<file path="config.mk">
export PLATFORM = sky130hd
export DESIGN_NAME = interfaz_botones_alu_param
export DESIGN_NICKNAME = d
export VERILOG_FILES = /design/src/rtl/interfaz_botones_alu_param.sv
export SDC_FILE = /design/constraint.sdc
export NUM_CORES = 1
export LEC_CHECK = 0
export ABC_AREA = 1
export BUFFER_PORTS_ARGS = -buffer_cell sky130_fd_sc_hd__buf_2
export CAP_MARGIN = 25
export CORE_UTILIZATION = 33
export DETAILED_ROUTE_END_ITERATION = 7
export PLACE_DENSITY = 0.53
export SETUP_SLACK_MARGIN = 0.2
export SLEW_MARGIN = 20
export SYNTH_ARGS = -nofsm -noshare
export SYNTH_HDL_FRONTEND = slang
export SYNTH_SLANG_ARGS = --single-unit
export TNS_END_PERCENT = 20
</file>
<file path="constraint.sdc">
create_clock -name clk -period 1.4 [get_ports clk]
set_input_delay 0.35 -clock clk [delete_from_list [all_inputs] [get_ports clk]]
set_output_delay 0.35 -clock clk [all_outputs]
set_load 0.01 [all_outputs]
</file>
<file path="src/rtl/interfaz_botones_alu_param.sv">
// Button/switch front end for an ALU: synchronise, debounce and edge-detect 5 buttons,
// latch operands/opcode, and issue operations over a valid/ready handshake.
module interfaz_botones_alu_param #(
  parameter int WIDTH           = 8,
  parameter int N_OPS           = 10,
  parameter int DEBOUNCE_CYCLES = 4
) (
  input  logic             clk,
  input  logic             rst,
  input  logic [WIDTH-1:0] num_a_in,
  input  logic [WIDTH-1:0] num_b_in,
  input  logic [4:0]       push,
  input  logic             alu_ready,
  output logic [WIDTH-1:0] num_a_out,
  output logic [WIDTH-1:0] num_b_out,
  output logic [3:0]       ALU_control,
  output logic             op_valid,
  output logic             busy
);

  localparam int              CW       = (DEBOUNCE_CYCLES > 2) ? $clog2(DEBOUNCE_CYCLES) : 1;
  localparam logic [CW-1:0]   CNT_LAST = CW'(DEBOUNCE_CYCLES - 1);
  localparam logic [3:0]      OP_LAST  = 4'(N_OPS - 1);

  typedef enum logic {IDLE, ISSUE} state_t;

  logic [4:0]    sync1_q, sync2_q, level_q, level_prev_q, press;
  logic [CW-1:0] cnt_q [5];

  always_ff @(posedge clk) begin
    if (rst) begin
      sync1_q      <= '0;
      sync2_q      <= '0;
      level_q      <= '0;
      level_prev_q <= '0;
      for (int i = 0; i < 5; i++) cnt_q[i] <= '0;
    end else begin
      sync1_q      <= push;
      sync2_q      <= sync1_q;
      level_prev_q <= level_q;
      // A level change is accepted only after DEBOUNCE_CYCLES consecutive differing samples.
      for (int i = 0; i < 5; i++) begin
        if (sync2_q[i] == level_q[i]) begin
          cnt_q[i] <= '0;
        end else if (cnt_q[i] == CNT_LAST) begin
          cnt_q[i]   <= '0;
          level_q[i] <= ~level_q[i];
        end else begin
          cnt_q[i] <= cnt_q[i] + 1'b1;
        end
      end
    end
  end

  assign press = level_q & ~level_prev_q;

  state_t           state_q, state_d;
  logic [WIDTH-1:0] a_q, a_d, b_q, b_d;
  logic [3:0]       op_q, op_d;

  always_comb begin
    state_d = state_q;
    a_d     = a_q;
    b_d     = b_q;
    op_d    = op_q;
    case (state_q)
      IDLE: begin
        if (press[0]) a_d = num_a_in;
        if (press[1]) b_d = num_b_in;
        if (press[2] && !press[3]) begin
          op_d = (op_q == OP_LAST) ? 4'd0 : op_q + 4'd1;
        end else if (press[3] && !press[2]) begin
          op_d = (op_q == 4'd0) ? OP_LAST : op_q - 4'd1;
        end
        if (press[4]) state_d = ISSUE;
      end
      ISSUE: begin
        if (alu_ready) state_d = IDLE;
      end
      default: state_d = IDLE;
    endcase
  end

  always_ff @(posedge clk) begin
    if (rst) begin
      state_q <= IDLE;
      a_q     <= '0;
      b_q     <= '0;
      op_q    <= '0;
    end else begin
      state_q <= state_d;
      a_q     <= a_d;
      b_q     <= b_d;
      op_q    <= op_d;
    end
  end

  assign num_a_out   = a_q;
  assign num_b_out   = b_q;
  assign ALU_control = op_q;
  assign op_valid    = (state_q == ISSUE);
  assign busy        = (state_q == ISSUE);

endmodule
</file>
# Word-level counts from Yosys, hierarchy flattened
# Memory sizes are Yosys's and may differ from the RTL's.
# Cells that the tools add are included.
classes:
  addsub: 7
  eq_ne: 11
  n_bitwise: 28
  reduce_logical: 14
  muxes: 79
ops:
  columns: ["operator", "n"]
  rows:
  - ["1-bit 2-to-1 mux", 59]
  - ["2-bit 2-to-1 mux", 15]
  - ["4-bit 2-to-1 mux", 4]
  - ["2-bit AND reduction", 8]
  - ["1-bit bitwise OR", 15]
  - ["1-bit NOT", 11]
  - ["2-bit by 1-bit adder with 2-bit output, second input constant", 5]
  - ["2-bit == test, second input constant", 5]
  - ["5-bit bitwise AND", 1]
  - ["1-bit == test", 5]
  - ["5-bit NOT", 1]
  - ["4-bit by 1-bit adder with 4-bit output, second input constant", 1]
  - ["4-bit == test, second input constant", 1]
  - ["4-bit logical NOT", 1]
  - ["4-bit by 1-bit subtractor with 4-bit output, second input constant", 1]
  - ["1-bit logical AND", 2]
  - ["1-bit logical NOT", 2]
  - ["1-bit case mux with 2 select lines", 1]
  - ["2-bit nonzero test", 1]
word_totals:
  mem_count: 1
  ramBits: 10
  output_inout_bits: 22
  elab_cells: 152
  inputBits: 24
  register_bits: 41
mem_list:
  columns: ["name", "depth", "width", "rd", "rd_ports_with_merged_regs", "wr", "line_no", "source"]
  rows:
  - ["cnt_q", 5, 2, 5, 0, 5, "28", "logic [CW-1:0] cnt_q [5];"]

# Longest topological paths before layout
logic_depth:
  ltp_word: 7
  mapped_depth: 9
  depth_no_buf: 9

# Least setup slack after synthesis
# Ideal clock, no wire load.
synth_path:
  path_type: "reg-to-reg"
  from: "register level_q[3]"
  to: "register op_q[3] (netlist: ALU_control[3])"
  setup_time_ns: 0.056
  path_buffers: 0
  stages_incl_launch_ff: 9
  path_slack_ns: -0.006
  required_time_ns: 1.344
  arrival_time_ns: 1.351
  synth_period_minus_slack_ns: 1.406
  path_cell_list: "dfxtp_1 -> inv_1 -> or2_2 -> ha_1 -> nor2_4 -> inv_1 -> a21oi_1 -> nand2_1 -> inv_1"
synth_via:
  elab_chain_cells: 5
  word_cells_on_any_way: 7
  cone_classes: "mux: 1; bitwise: 1; reduce/logical: 5"
synth_rtl:
  columns: ["element", "line_no", "source"]
  rows:
  - ["from (decl)", "27", "logic [4:0] sync1_q, sync2_q, level_q, level_prev_q, press;"]
  - ["from (signal, indexed assignment)", "47", "level_q[i] <= ~level_q[i];"]
  - ["5-bit bitwise AND *", "55", "assign press = level_q & ~level_prev_q;"]
  - ["1-bit logical NOT", "70", "if (press[2] && !press[3]) begin"]
  - ["1-bit logical AND", "70", null]
  - ["2-bit nonzero test (no line)", null, null]
  - ["2-bit AND reduction (no line)", null, null]
  - ["to (signal assigned)", "94", "op_q <= op_d;"]
  - ["to (decl)", "59", "logic [3:0] op_q, op_d;"]
# Every way passes the cells marked *; elsewhere a longest branch is shown, timed or not.
# A chain may end at the register's enable or synchronous reset.

# Worst setup path after layout
# Same ends and word-level chain as after synthesis.

==> metrics.txt <==
post-synthesis sequential area ratio=54.4%; post-synthesis mux area share=0%; Synth Area in Adders=about 3.6%; crit path launch type=flip-flop; Synth Cell Area=2060 µm²; Pins Over Slew Limit=0; pwr dens=1090 nW/µm²; Mean Syn Cell Area=about 8.5 µm²; Final Skew=0.00980 ns; PortBufs=45; Die Footprint=6560 µm²; Post-synth EDFFs=10; critical path required time=1.65 ns; final instance area=about 2600 µm²; outcome=complete, no violations; combinational family with the most area after synthesis=simple AND/OR/NAND/NOR gates; TritonCTS buffer count=5; fin crit period=1.33 ns; Net Sw Frac=24.9%; Async SR Flop Fraction=0%; GP Congestion=around 0.76; Clk pwr share=30.7%; Ports=46; die width=81.0 µm; Commonest cells post-synth=41 x dfxtp_1, 34 x nand2_1, 33 x inv_1; root buf cell=clkbuf_8; #FFs+latches synth=51; Logic pwr share=between 10% and 20%; xor-xnor portion of the synthesized cell area=0%; Row Count=28; pin count of the biggest net entering global routing=22; Skew-Pair Late Insertion Delay=about 0.30 ns; core area=5960 µm²; H-tree depth=2; GRT Total Usage=12.1%; gr ovfl total=0; Pleak=1.14 nW; Antenna diodes=0; Post-DRT Antenna Nets=0; Slowest Stage Delay on Critical Path=between 0.3 and 0.4 ns; complex-gate fraction of the synthesized area=between 10% and 20%; Simple-Gate Fraction of Synth Area=21.1%; fmax=0.754 GHz; WHS=roughly 0.23 ns; Crit path top cell by count=inv_2; vias in the first global route=about 1,400; Vias per Instance=~4.4; Crit-path slowest cell=dfxtp_2; crit share post-route=a little over nine tenths; CP Capture Type=flip-flop; P&R area growth vs syn=25.1%; Synth top area share=39.8%; DRT Pass-1 Iters=4; final hold vios=0; DRC errors left=0; Net Switching=around 0.00070 W; Max-cap violations=0; Routed WL=between 3 and 4 mm; Yosys cell types=26; top cells by area, synth=dfxtp_1 40%, edfxtp_1 15%, a21oi_1 7.3%; critical-path cell list=inv_2, or2_4, ha_4, nor2_4, inv_2, a21oi_2, nand2_1, inv_1; Placed Instances=366; count leader, synth=dfxtp_1; Initial Util=roughly 35%; Ys Warns=0; Cell Area, Placed=~2400 µm²; fillcell total=614; Cell Int Power=between 0.002 and 0.0025 W; Max VDD drop=approximately 0.00044 V; # setup viols final=0; synthesized instance count=242; Final Net Count=329; CP max FO=7; Die H=between 80 and 90 µm; Tot Pwr=0.00281 W; initial DRC count=slightly below 80; RSZ-0062 raised after global routing=true; area of the multi-input gates=~860 µm²; via count=1,647; Seq pwr share=57.8%; Post-synth top flop=dfxtp_1; layout cells sized above 1=28.3%; initial antenna violation count=0; setup_tns=0 ns; kind of critical path=flip-flop to flip-flop; TritonCTS clock tree=done; Cell Count, Final, Fillers Out=375; worst hold-check path type=input pin to flip-flop; first-pass GRT wire length=6.12 mm; DR WL/cell=about 9.7 µm; clock slew at reported path FFs=0.08 ns; Detailed Place HPWL=2.66 mm; data arrival time of the worst path=roughly 1.6 ns; clock sinks=51; FF/Latch Area=1130 µm²; dominant cell type by area after synthesis=dfxtp_1; Hold Buf Count CTS=0; Clock Tree Buf Depth=2
## routing by layer
metal	track usage [%]	part of all wire [%]	vias to the layer above	routed length, µm
met5	0	0	-	0
li1	-	-	886	-
met4	4.29	1.3	0	49
met1	16.1	50	708	1800
met3	3.93	6.6	5	241
met2	18.4	42	48	1550
## worst max-delay path: cells and delay by family (launching register included)
kind,cells,cell delay [ns]
fa+ha+maj,1,0.22
compound gates,1,0.12
simple gates,3,0.44
flops,1,0.34
buf+inv,3,0.14
## kinds of logic after synthesis
family,after synthesis
other cells,1
compound gates,45
fa+ha+maj,6
buf+inv,43
flops,51
simple gates,96
## final cells by class
type                    instances  area share [%]
well taps                      75            3.64
clock inverters                 1           0.340
multi-input cells             157            33.4
flip-flops and latches         51            43.8
inverters                      36            5.34
repair buffers                 48            10.1
clock buffers                   7            3.35
## layout by cell type, fill, tap and decap left out, types with 3 or more instances in the layout
cell type | synthesis | routed
a21oi_1 | 30 | 25
a21oi_2 | 1 | 6
buf_2 | 4 | 43
buf_4 | 1 | 3
clkbuf_8 | 0 | 6
conb_1 | 1 | 10
dfxtp_1 | 41 | 36
dfxtp_2 | 0 | 4
edfxtp_1 | 10 | 10
ha_2 | 0 | 3
ha_4 | 0 | 3
inv_1 | 33 | 31
inv_2 | 2 | 4
nand2_1 | 34 | 34
nand3_1 | 23 | 23
nor2_1 | 31 | 30
nor2_4 | 3 | 3
o211ai_1 | 5 | 5
o21ai_0 | 6 | 6
## worst paths after layout
path | from | endpoint | slack, ns | cells after the start
setup / recovery | level_q[3]$_SDFFE_PP0N_ | ALU_control[3]$_SDFFE_PP0P_ | 0.07 | 8
hold / removal | alu_ready | busy$_SDFF_PP0_ | 0.23 | 2
setup reg to reg | level_q[3]$_SDFFE_PP0N_ | ALU_control[3]$_SDFFE_PP0P_ | 0.07 | 8
hold reg to reg | sync1_q[1]$_SDFF_PP0_ | sync2_q[1]$_SDFF_PP0_ | 0.40 | 2
## power by group through the flow
stage,sequential (W),combinational (W),clock (W)
floorplan,0.00165,0.000209,0
global placement,0.00165,0.000314,0
detailed placement,0.00165,0.000315,0
CTS,0.00162,0.000318,0.000909
global route,0.00163,0.000377,0.000963
finish,0.00162,0.000323,0.000861
## through the flow
step / worst slack (ns) / utilization [%]
finish: 0.0741 / 43.3
floorplan: 0.140 / -
detailed placement: 0.0524 / 40.5
global placement: 0.0875 / 40.5
global route: -0.0365 / 43.3
CTS: 0.0764 / 42.3
## flip-flops by register name (all words and copies together), names as in the netlist
name          count
ALU_control       4
sync1_q           5
num_a_out         8
level_prev_q      5
busy              1
sync2_q           5
num_b_out         8
level_q           5
cnt_q            10
## timing repair
action | CTS | global route
endpoints found under the setup margin | 10 | 20
pin swaps | 1 | 12
setup buffers | 1 | 0
resized for setup | 5 | 14
Power figures use the tool's default switching activity.
